<file path="config.mk">
export PLATFORM = sky130hd
export DESIGN_NAME = fib_seq_bcd
export DESIGN_NICKNAME = d
export VERILOG_FILES = /design/src/rtl/fib_pkg.sv /design/src/rtl/bin_to_bcd_seq.sv /design/src/rtl/fib_seq_bcd.sv
export SDC_FILE = /design/constraint.sdc
export NUM_CORES = 1
export LEC_CHECK = 0
export CORE_MARGIN = 1.5
export CORE_UTILIZATION = 50
export CTS_CLUSTER_SIZE = 12
export DETAILED_ROUTE_END_ITERATION = 7
export GPL_ROUTABILITY_DRIVEN = 0
export GPL_TIMING_DRIVEN = 0
export PLACE_DENSITY = 0.78
export SLEW_MARGIN = 20
export SYNTH_ARGS = -nofsm -noshare
export SYNTH_HDL_FRONTEND = slang
export SYNTH_SLANG_ARGS = --single-unit
export TNS_END_PERCENT = 20
</file>
<file path="constraint.sdc">
create_clock -name i_clk -period 7.45 [get_ports i_clk]
set_input_delay 1.49 -clock i_clk [delete_from_list [all_inputs] [get_ports i_clk]]
set_output_delay 1.49 -clock i_clk [all_outputs]
set_load 0.02 [all_outputs]
</file>
<file path="src/rtl/fib_pkg.sv">
// Package shared by the BCD sequence generator and its BCD output converter.
// It holds the FSM state encoding, the mode codes and the seeds of the two
// sequences. It also holds the constant functions clog2() and pow10(), which
// size the datapath from a digit count.
package fib_pkg;

  typedef enum logic [2:0] {
    S_IDLE     = 3'd0,
    S_CONV_IN  = 3'd1,
    S_OP       = 3'd2,
    S_CONV_OUT = 3'd3,
    S_DONE     = 3'd4
  } state_e;

  localparam logic MODE_FIB   = 1'b0;
  localparam logic MODE_LUCAS = 1'b1;

  // Seeds (t0, t1) of each sequence: F(0)=0, F(1)=1; L(0)=2, L(1)=1.
  localparam int FIB_SEED0 = 0;
  localparam int FIB_SEED1 = 1;
  localparam int LUC_SEED0 = 2;
  localparam int LUC_SEED1 = 1;

  // 10^digits. This is the exclusive upper bound of a digits-wide BCD value.
  function automatic longint unsigned pow10(input int digits);
    longint unsigned r;
    r = 1;
    for (int i = 0; i < digits; i++) r = r * 10;
    return r;
  endfunction

  // Smallest b with 2^b >= v.
  function automatic int clog2(input longint unsigned v);
    int b;
    b = 0;
    while ((64'd1 << b) < v) b++;
    return b;
  endfunction

endpackage

</file>
<file path="src/rtl/bin_to_bcd_seq.sv">
// Sequential binary-to-BCD converter (shift-add-3 / double dabble).
// It converts one binary bit per cycle, MSB first, for W_B cycles in total.
// The first shift happens on the edge that accepts i_start. o_done_tick is
// high for one cycle right after the last shift, and o_bcd holds the result
// from that cycle on. i_bin must stay below 10^OUT_DIGITS.
//   i_clk, i_reset  clock, asynchronous active-high reset
//   i_start, i_bin  start request and the binary value (sampled when ready)
//   o_ready         idle and able to accept i_start
//   o_done_tick     one-cycle pulse when the conversion completes
//   o_bcd           packed BCD result, MS digit in the top nibble
module bin_to_bcd_seq
  import fib_pkg::*;
#(
  parameter int W_B        = 14,
  parameter int OUT_DIGITS = 4
) (
  input  logic                    i_clk,
  input  logic                    i_reset,
  input  logic                    i_start,
  input  logic [W_B-1:0]          i_bin,
  output logic                    o_ready,
  output logic                    o_done_tick,
  output logic [4*OUT_DIGITS-1:0] o_bcd
);

  localparam int W_C = clog2(64'(W_B)) + 1;

  logic                    busy_q, busy_d;
  logic                    done_q, done_d;
  logic [W_C-1:0]          cnt_q, cnt_d;
  logic [W_B-1:0]          bin_q, bin_d;
  logic [4*OUT_DIGITS-1:0] bcd_q, bcd_d;

  // One double-dabble step. Any digit >= 5 gets +3, then the whole BCD
  // vector shifts left one place and takes in the next binary bit.
  function automatic logic [4*OUT_DIGITS-1:0] dabble(
    input logic [4*OUT_DIGITS-1:0] bcd,
    input logic                    bit_in
  );
    logic [4*OUT_DIGITS-1:0] adj;
    adj = bcd;
    for (int i = 0; i < OUT_DIGITS; i++)
      if (adj[4*i +: 4] >= 4'd5) adj[4*i +: 4] = adj[4*i +: 4] + 4'd3;
    return {adj[4*OUT_DIGITS-2:0], bit_in};
  endfunction

  always_comb begin
    busy_d = busy_q;
    done_d = 1'b0;
    cnt_d  = cnt_q;
    bin_d  = bin_q;
    bcd_d  = bcd_q;
    if (!busy_q && i_start) begin
      bcd_d  = dabble('0, i_bin[W_B-1]);
      bin_d  = i_bin << 1;
      cnt_d  = W_C'(W_B - 1);
      busy_d = 1'b1;
    end else if (busy_q) begin
      bcd_d = dabble(bcd_q, bin_q[W_B-1]);
      bin_d = bin_q << 1;
      cnt_d = cnt_q - W_C'(1);
      if (cnt_q == W_C'(1)) begin
        busy_d = 1'b0;
        done_d = 1'b1;
      end
    end
  end

  always_ff @(posedge i_clk or posedge i_reset) begin
    if (i_reset) begin
      busy_q <= 1'b0;
      done_q <= 1'b0;
      cnt_q  <= '0;
      bin_q  <= '0;
      bcd_q  <= '0;
    end else begin
      busy_q <= busy_d;
      done_q <= done_d;
      cnt_q  <= cnt_d;
      bin_q  <= bin_d;
      bcd_q  <= bcd_d;
    end
  end

  assign o_ready     = ~busy_q;
  assign o_done_tick = done_q;
  assign o_bcd       = bcd_q;

endmodule

</file>
<file path="src/rtl/fib_seq_bcd.sv">
// BCD-in/BCD-out Fibonacci / Lucas generator.
// It converts n from IN_DIGITS BCD digits, iterates the chosen sequence one
// term per cycle and converts the result back to OUT_DIGITS BCD digits.
// A result that does not fit saturates to all-9s and sets o_overflow. An
// input nibble above 9 forces all-9s and sets o_invalid.
//   i_clk, i_reset  clock, asynchronous active-high reset
//   i_start         start request, sampled only while idle
//   i_mode          0 = Fibonacci, 1 = Lucas (latched on start)
//   i_bcd_n         n as packed BCD, MS digit in the top nibble (latched)
//   o_ready         high only in IDLE
//   o_done_tick     one-cycle pulse; result outputs valid from this cycle
//   o_bcd           packed BCD result, held until the next done
//   o_overflow      result saturated (held with o_bcd)
//   o_invalid       bad input digit, result forced to all-9s (held)
module fib_seq_bcd
  import fib_pkg::*;
#(
  parameter int IN_DIGITS  = 2,
  parameter int OUT_DIGITS = 4
) (
  input  logic                    i_clk,
  input  logic                    i_reset,
  input  logic                    i_start,
  input  logic                    i_mode,
  input  logic [4*IN_DIGITS-1:0]  i_bcd_n,
  output logic                    o_ready,
  output logic                    o_done_tick,
  output logic [4*OUT_DIGITS-1:0] o_bcd,
  output logic                    o_overflow,
  output logic                    o_invalid
);

  localparam int W_N  = clog2(pow10(IN_DIGITS));
  localparam int W_B  = clog2(pow10(OUT_DIGITS));
  localparam int W_IC = clog2(64'(IN_DIGITS)) + 1;
  localparam logic [W_B-1:0] MAX_RES = W_B'(pow10(OUT_DIGITS) - 1);

  state_e                  state_q, state_d;
  logic                    mode_q, mode_d;
  logic [4*IN_DIGITS-1:0]  nib_q, nib_d;
  logic [W_IC-1:0]         in_cnt_q, in_cnt_d;
  logic [W_N-1:0]          n_q, n_d;
  logic [W_B-1:0]          t0_q, t0_d, t1_q, t1_d;
  logic                    invalid_q, invalid_d;
  logic                    overflow_q, overflow_d;
  logic                    o_ready_q, o_ready_d;
  logic                    o_done_tick_q, o_done_tick_d;
  logic [4*OUT_DIGITS-1:0] o_bcd_q, o_bcd_d;
  logic                    o_overflow_q, o_overflow_d;
  logic                    o_invalid_q, o_invalid_d;

  logic [3:0]              digit;
  logic [W_B:0]            sum;
  logic                    conv_go, conv_start, conv_ready, conv_done;
  logic [W_B-1:0]          conv_bin;
  logic [4*OUT_DIGITS-1:0] conv_bcd;

  // The input digits leave the MS end of nib_q, which shifts left one digit
  // per CONV_IN cycle.
  assign digit = nib_q[4*IN_DIGITS-1 -: 4];
  // The sum is one bit wider than the terms, so the saturation compare sees
  // the true value.
  assign sum   = {1'b0, t0_q} + {1'b0, t1_q};

  // NOTE: every *_d gets its default before the case, so no path can leave
  // a variable unassigned and infer a latch.
  always_comb begin
    state_d      = state_q;
    mode_d       = mode_q;
    nib_d        = nib_q;
    in_cnt_d     = in_cnt_q;
    n_d          = n_q;
    t0_d         = t0_q;
    t1_d         = t1_q;
    invalid_d    = invalid_q;
    overflow_d   = overflow_q;
    o_bcd_d      = o_bcd_q;
    o_overflow_d = o_overflow_q;
    o_invalid_d  = o_invalid_q;
    conv_go      = 1'b0;
    conv_bin     = '0;
    unique case (state_q)
      S_IDLE: begin
        if (i_start) begin
          mode_d     = i_mode;
          nib_d      = i_bcd_n;
          in_cnt_d   = '0;
          n_d        = '0;
          invalid_d  = 1'b0;
          overflow_d = 1'b0;
          state_d    = S_CONV_IN;
        end
      end
      S_CONV_IN: begin
        nib_d    = nib_q << 4;
        in_cnt_d = in_cnt_q + W_IC'(1);
        // A bad digit leaves n alone. n is not used after a bad digit, and
        // this keeps it inside its range.
        if (digit > 4'd9) invalid_d = 1'b1;
        else              n_d = n_q * W_N'(10) + W_N'(digit);
        if (in_cnt_q == W_IC'(IN_DIGITS - 1)) begin
          if (invalid_d) begin
            conv_go  = 1'b1;
            conv_bin = MAX_RES;
            state_d  = S_CONV_OUT;
          end else begin
            t0_d    = (mode_q == MODE_LUCAS) ? W_B'(LUC_SEED0) : W_B'(FIB_SEED0);
            t1_d    = (mode_q == MODE_LUCAS) ? W_B'(LUC_SEED1) : W_B'(FIB_SEED1);
            state_d = S_OP;
          end
        end
      end
      S_OP: begin
        if (n_q == '0) begin
          conv_go  = 1'b1;
          conv_bin = t0_q;
          state_d  = S_CONV_OUT;
        end else if (n_q == W_N'(1)) begin
          conv_go  = 1'b1;
          conv_bin = t1_q;
          state_d  = S_CONV_OUT;
        end else if (sum > {1'b0, MAX_RES}) begin
          conv_go    = 1'b1;
          conv_bin   = MAX_RES;
          overflow_d = 1'b1;
          state_d    = S_CONV_OUT;
        end else begin
          t0_d = t1_q;
          t1_d = sum[W_B-1:0];
          n_d  = n_q - W_N'(1);
        end
      end
      S_CONV_OUT: begin
        if (conv_done) begin
          o_bcd_d      = conv_bcd;
          o_overflow_d = overflow_q;
          o_invalid_d  = invalid_q;
          state_d      = S_DONE;
        end
      end
      S_DONE:  state_d = S_IDLE;
      default: state_d = S_IDLE;
    endcase
    // The handshake outputs are registered, so they are decoded from the
    // next state.
    o_ready_d     = (state_d == S_IDLE);
    o_done_tick_d = (state_d == S_DONE);
  end

  assign conv_start = conv_go & conv_ready;

  // NOTE: sequential state is written only with non-blocking assignments.
  // Every flop then samples its pre-edge value, whatever order the
  // statements are in.
  always_ff @(posedge i_clk or posedge i_reset) begin
    if (i_reset) begin
      state_q       <= S_IDLE;
      mode_q        <= MODE_FIB;
      nib_q         <= '0;
      in_cnt_q      <= '0;
      n_q           <= '0;
      t0_q          <= '0;
      t1_q          <= '0;
      invalid_q     <= 1'b0;
      overflow_q    <= 1'b0;
      o_ready_q     <= 1'b1;
      o_done_tick_q <= 1'b0;
      o_bcd_q       <= '0;
      o_overflow_q  <= 1'b0;
      o_invalid_q   <= 1'b0;
    end else begin
      state_q       <= state_d;
      mode_q        <= mode_d;
      nib_q         <= nib_d;
      in_cnt_q      <= in_cnt_d;
      n_q           <= n_d;
      t0_q          <= t0_d;
      t1_q          <= t1_d;
      invalid_q     <= invalid_d;
      overflow_q    <= overflow_d;
      o_ready_q     <= o_ready_d;
      o_done_tick_q <= o_done_tick_d;
      o_bcd_q       <= o_bcd_d;
      o_overflow_q  <= o_overflow_d;
      o_invalid_q   <= o_invalid_d;
    end
  end

  bin_to_bcd_seq #(
    .W_B        (W_B),
    .OUT_DIGITS (OUT_DIGITS)
  ) u_bin_to_bcd (
    .i_clk       (i_clk),
    .i_reset     (i_reset),
    .i_start     (conv_start),
    .i_bin       (conv_bin),
    .o_ready     (conv_ready),
    .o_done_tick (conv_done),
    .o_bcd       (conv_bcd)
  );

  assign o_ready     = o_ready_q;
  assign o_done_tick = o_done_tick_q;
  assign o_bcd       = o_bcd_q;
  assign o_overflow  = o_overflow_q;
  assign o_invalid   = o_invalid_q;

endmodule

</file>
Word-level counts from Yosys, hierarchy flattened

Cells that the tools add are included.

Register bits after elaboration: 108
Bits in latches: 0
Memory bits (writable): 0
ROM bits: 0
Input port bits: 12
Word-level logic and storage cells: 135
Memories kept: 0

$add $sub $neg: 9
$mul: 1
Div/mod/pow operators: 0
$lt $le $gt $ge: 6
Eq/ne operators: 15
Shift-type cells: 0
Multiplexer cells: 67
Bitwise logic cells: 2
Reduce and logical (&&, ||, !) cells: 16

Operator list:

| kind                                                              | number |
|---|---|
| two-way mux 14 bit                                                | 17 |
| case mux 14 bit (2 select lines)                                  | 3 |
| two-way mux 7 bit                                                 | 5 |
| two-way mux 16 bit                                                | 2 |
| two-way mux 3 bit                                                 | 7 |
| case mux 7 bit (3 select lines)                                   | 1 |
| two-way mux 1 bit                                                 | 18 |
| greater-or-equal comparator 4 x 3 -> 1 bit, second input constant | 4 |
| != test 2 bit, second input constant                              | 8 |
| case mux 8 bit (2 select lines)                                   | 1 |
| adder 14 x 14 -> 15 bit                                           | 1 |
| greater-than comparator 15 x 14 -> 1 bit, second input constant   | 1 |
| adder 4 x 2 -> 4 bit, second input constant                       | 3 |
| two-way mux 4 bit                                                 | 3 |
| case mux 3 bit (4 select lines)                                   | 1 |
| AND reduction 6 bit                                               | 2 |
| two-way mux 5 bit                                                 | 2 |
| two-way mux 8 bit                                                 | 1 |
| nonzero test 2 bit                                                | 4 |
| adder 7 x 4 -> 7 bit                                              | 1 |
| == test 7 x 1 -> 1 bit, second input constant                     | 1 |
| zero test 7 bit                                                   | 1 |
| multiplier 7 x 3 -> 6 bit, second input constant                  | 1 |
| subtractor 7 x 1 -> 7 bit, second input constant                  | 1 |
| other kinds (20)                                                  | 27 |

Longest topological paths before layout

Depth in word-level cells: 9
Mapped depth: 13

Modules after synthesis

Synthesis repeated with hierarchy kept, for this count alone.

Cells, all modules: 698
Area, all modules: 6441.2 um^2

Modules (own cells, without submodules):

| module         | times used | cells each | area each (um^2) | seq. area each (um^2) |
|---|---|---|---|---|
| fib_seq_bcd    | 1          | 495        | 4436.8           | 1778.0 |
| bin_to_bcd_seq | 1          | 203        | 2004.4           | 900.9 |

Worst setup path before layout

No wires, ideal clock.

Path kind: reg2reg
Start point: reg t0_q[0]
End point: reg t0_q[1]
Setup time: 0.079 ns
Arrival: 3.192 ns
Required time: 7.371 ns
Slack: 4.179 ns
Cell stages (with the launch flop): 14
Path buffers: 1
Cells stage by stage: dfrtp_1 -> ha_1 -> inv_1 -> fa_1 -> nand2b_1 -> a21o_1 -> a311oi_2 -> o21ai_1 -> a41o_1 -> o31a_1 -> o21a_2 -> a32oi_4 -> buf_6 -> mux2i_1

Longest elaborated chain between the ends: 4

Ends and longest elaborated chain:

| element                                  | RTL line           | source |
|---|---|---|
| start: declaration                       | fib_seq_bcd.sv:43  | `logic [W_B-1:0] t0_q, t0_d, t1_q, t1_d;` |
| start signal: assignment                 | fib_seq_bcd.sv:177 | `t0_q <= t0_d;` |
| adder 14 x 14 -> 15 bit                  | fib_seq_bcd.sv:63  | `assign sum = {1'b0, t0_q} + {1'b0, t1_q};` |
| greater-than comparator 15 x 14 -> 1 bit | fib_seq_bcd.sv:122 | `end else if (sum > {1'b0, MAX_RES}) begin` |
| != test 2 bit (no line)                  | -                  |  |
| AND reduction 6 bit (no line)            | -                  |  |

No other way between the ends.
A chain may end at the register's enable or synchronous reset.

Worst setup path after layout

Ends and elaborated chain as after synthesis.

==> impl_summary.log <==
INFO  metric run_status = completed
INFO  metric synthesis.instances = about 600
INFO  metric synth_top_cell_area_share = 0.441
INFO  metric synth_fp_nets = approximately 650
INFO  metric achievable-frequency = 258 MHz
INFO  metric synth_warnings = 0
INFO  metric intPower = between 0.0015 and 0.002 W
INFO  metric avgRoutedWirePerCell = ~17 um
INFO  metric yosysMostFrequentCell = sky130_fd_sc_hd__dfrtp_1
INFO  metric fin_crit = ~3.9 ns
INFO  metric relSlewSlack = 0.425
INFO  metric worstPathRequired = 7.73 ns
INFO  metric ir_drop = approximately 0.00021 V
INFO  metric drt.antenna.violating_nets = 0
INFO  metric worst_r2r_startpoint = t0_q[0]$_DFFE_PP0P_
INFO  metric drt_first_iter_violations = 330
INFO  metric floorplan.initialDensity = 0.520
INFO  metric finalCritPeriodShare = 0.521
INFO  metric synth_enable_flop_cells = 0
INFO  metric cp.arrival = roughly 4.2 ns
INFO  metric place_ws = ~3.7 ns
INFO  metric power_frac_comb = 0.503
INFO  metric postSynthRegisterBits = about 110
INFO  metric htree_levels = 3
INFO  metric area.growth.synth_to_final = 13.6%
INFO  metric placement.io_buffers = 31
INFO  metric cts_post_setup_buffers_inserted = 0
INFO  metric async_flop_share = 1.00
INFO  metric via_count = 4840
INFO  metric die_height = 113 um
INFO  metric drc = 0
INFO  metric number_of_global_route_vias_before_repair = 4673
INFO  metric fin_ws = between 3 and 4 ns
INFO  metric synthTopCellsByArea = sky130_fd_sc_hd__dfrtp_1, sky130_fd_sc_hd__ha_1, sky130_fd_sc_hd__a22o_1
INFO  metric synthesis.area_per_instance = ~10 sq um
INFO  metric clock_tree_from_tritoncts = done
INFO  metric floorplan.core_area = between 10000 and 15000 sq um
INFO  metric ys_top_cells_by_count = sky130_fd_sc_hd__dfrtp_1, sky130_fd_sc_hd__nand2_1, sky130_fd_sc_hd__inv_1
INFO  metric hp-class = flop to flop
INFO  metric path_class = flop to flop
INFO  metric cts_max_path_buffers = 2
INFO  metric maxSlewViolCount = 0
INFO  metric dieArea = roughly 13000 sq um
INFO  metric number_of_ports_placed_on_the_die_boundary = 32
INFO  metric final.setup_skew = 0.00899 ns
INFO  metric post_cts_resized = 0
INFO  metric path_clk_slew = around 0.08 ns
INFO  metric num_rows = 39
INFO  metric rsz_0062_raised_after_global_routing = false
INFO  metric synth_area = between 6000 and 7000 sq um
INFO  metric hold_path_origin = o_bcd[14]$_DFFE_PP0P_
INFO  metric antenna_cell_count = 0
INFO  metric maxCapViolations = 0
INFO  metric endpoint_kind = flop
INFO  metric hold_path_depth = 2
INFO  metric setup_violations = 0
INFO  metric insertion_delay = ~0.35 ns
INFO  metric path_max_fanout = 10
INFO  metric clock_sink_count = 107
INFO  metric antenna_found_initial = 0
INFO  metric swShare = 0.436
INFO  metric post_layout_nets = a little under 700
INFO  metric grt_overflow_total = 0
INFO  metric netlist.top_cell.by_area = sky130_fd_sc_hd__dfrtp_1
INFO  metric clk_pwr_share = 0.163
INFO  metric detailed_routing_iterations_pass_1 = 5
INFO  metric timing_hold_violations_final = 0
INFO  metric final.setup.tns = 0 ns
INFO  metric power.density_cell_area = ~420 nW/um^2
INFO  metric post_route_cells_drive_above_1_share = 0.0676
INFO  metric postCtsHoldBufs = 0
INFO  metric fillerInstances = 996
INFO  metric netSwitchingPower = 0.00125 W
INFO  metric maximum_number_of_pins_on_one_net_before_global_route_repair = 72
INFO  metric slew_at_the_pin_closest_to_its_max_slew_limit = approximately 0.85 ns
INFO  metric reg2reg_depth = 13
INFO  metric tritoncts.num_buffers = 9
INFO  metric timing.critical_path.from = t0_q[0]$_DFFE_PP0P_
INFO  metric post-dp-hpwl = 9980 um
INFO  metric share_of_power_burned_in_registers = 0.334
INFO  metric track_usage = 0.230
INFO  metric leakagePower = 3.17 nW
INFO  metric ctsRootBufferMaster = sky130_fd_sc_hd__clkbuf_16
INFO  metric die_width = 113 um
INFO  metric yosys_most_used_dff = sky130_fd_sc_hd__dfrtp_1
INFO  metric grt_first_pass_wirelength = 23400 um
INFO  metric startpoint_type = flop
INFO  metric ys_seq_area_frac = 0.446
INFO  metric wirelength = about 14000 um
INFO  metric routed_via_density = slightly above 6
INFO  metric synth.distinct_cells = 70
[path summary, 6_finish.rpt]
check / slack (ns) / endpoint
setup / recovery: 3.57 / t0_q[1]$_DFFE_PP0P_
hold / removal: 0.48 / o_bcd[14]$_DFFE_PP0P_
setup reg to reg: 3.57 / t0_q[1]$_DFFE_PP0P_
hold reg to reg: 0.48 / o_bcd[14]$_DFFE_PP0P_
max in group asynchronous: 5.27 / u_bin_to_bcd.bin_q[11]$_DFFE_PP0P_
min in group asynchronous: 1.51 / nib_q[1]$_DFFE_PP0P_
[worst max-delay path, cell delays in order (launching register included)]
cell	delay, ns
sky130_fd_sc_hd__dfrtp_1	0.40
sky130_fd_sc_hd__ha_1	0.19
sky130_fd_sc_hd__inv_1	0.06
sky130_fd_sc_hd__fa_1	0.38
sky130_fd_sc_hd__nand2b_1	0.19
sky130_fd_sc_hd__a21o_1	0.24
sky130_fd_sc_hd__a311oi_2	0.30
sky130_fd_sc_hd__o21ai_1	0.20
sky130_fd_sc_hd__a41o_1	0.31
sky130_fd_sc_hd__o31a_1	0.40
sky130_fd_sc_hd__o21a_2	0.27
sky130_fd_sc_hd__a32oi_4	0.43
sky130_fd_sc_hd__buf_6	0.23
sky130_fd_sc_hd__mux2i_1	0.19
[state kept, by name, indices dropped and copies added (netlist names), 2 cells and up]
register and flops:
u_bin_to_bcd.cnt_q 5, u_bin_to_bcd.bin_q 13, nib_q 8, u_bin_to_bcd.o_bcd 16, n_q 7, in_cnt_q 2, t1_q 14, t0_q 14
o_bcd 16, state_q 3
[cell usage in the layout, fill, tap and decap left out, types with 3 or more instances in the layout]
cell type / n
sky130_fd_sc_hd__clkbuf_16: 9
sky130_fd_sc_hd__and3_1: 7
sky130_fd_sc_hd__o32a_1: 7
sky130_fd_sc_hd__xor2_1: 8
sky130_fd_sc_hd__nand3_1: 12
sky130_fd_sc_hd__a221o_1: 7
sky130_fd_sc_hd__fa_1: 3
sky130_fd_sc_hd__o2bb2ai_1: 5
sky130_fd_sc_hd__ha_1: 34
sky130_fd_sc_hd__clkdlybuf4s50_1: 31
sky130_fd_sc_hd__mux2i_1: 15
sky130_fd_sc_hd__o22ai_1: 9
sky130_fd_sc_hd__dfrtp_1: 106
sky130_fd_sc_hd__nor3_1: 22
sky130_fd_sc_hd__nand2b_1: 9
sky130_fd_sc_hd__buf_4: 4
sky130_fd_sc_hd__inv_1: 34
sky130_fd_sc_hd__or4_1: 3
sky130_fd_sc_hd__o21ai_0: 33
sky130_fd_sc_hd__nor2_1: 20
sky130_fd_sc_hd__inv_6: 4
sky130_fd_sc_hd__a21o_1: 14
sky130_fd_sc_hd__clkbuf_1: 15
sky130_fd_sc_hd__and2_1: 5
sky130_fd_sc_hd__a31oi_1: 3
sky130_fd_sc_hd__xnor2_1: 13
sky130_fd_sc_hd__nand2_1: 71
sky130_fd_sc_hd__a21boi_1: 6
sky130_fd_sc_hd__nor4_1: 3
sky130_fd_sc_hd__a22o_1: 34
sky130_fd_sc_hd__nor3b_1: 4
sky130_fd_sc_hd__nand4_1: 4
sky130_fd_sc_hd__o211ai_1: 6
sky130_fd_sc_hd__nor2b_1: 3
sky130_fd_sc_hd__buf_2: 4
sky130_fd_sc_hd__a21oi_1: 30
[power by group through the flow]
stage | combinational (W) | clock, W | sequential [W]
2_1_floorplan | 0.00103 | 0 | 0.000954
5_1_grt | 0.00160 | 0.000500 | 0.000982
3_5_place_dp | 0.00143 | 0 | 0.000963
6_report | 0.00144 | 0.000469 | 0.000958
3_3_place_gp | 0.00137 | 0 | 0.000952
4_1_cts | 0.00144 | 0.000480 | 0.000955
[metrics by stage]
step,std cells,total power [W],instance area [sq um],hold WS (ns),util
floorplan,603,0.00198,6010,0.450,-
global placement,777,0.00232,6500,0.457,0.562
CTS,794,0.00287,6830,0.482,0.590
detailed placement,778,0.00239,6530,0.462,0.565
finish,794,0.00287,6830,0.478,0.590
global route,794,0.00308,6830,0.497,0.590
[kinds of logic after synthesis]
group / count (synthesis) / synth area share
simple gates: 170 / 0.136
xor+xnor: 21 / 0.0306
flops: 107 / 0.446
fa+ha+maj: 37 / 0.0808
buf+inv: 63 / 0.0452
compound gates: 188 / 0.234
mux: 17 / 0.0287
[metal layers]
layer	vias up	GRT usage	wire length (um)
li1	2281	-	-
met1	2387	0.315	6280
met2	154	0.383	6670
met3	18	0.0470	701
met4	0	0.0414	161
met5	-	0	0
[area by class of cell]
| type | instances | area (sq um) | share of cell area |
|---|---|---|---|
| Buffer | 26 | 133 | 0.0194 |
| Clock buffer | 9 | 225 | 0.0330 |
| Clock inverter | 7 | 67.6 | 0.00990 |
| Inverter | 37 | 144 | 0.0211 |
| Multi-Input combinational cell | 433 | 3060 | 0.448 |
| Sequential cell | 107 | 2680 | 0.392 |
| Tap cell | 143 | 179 | 0.0262 |
| Timing Repair Buffer | 32 | 338 | 0.0495 |
(Power assumes the default switching activity.)
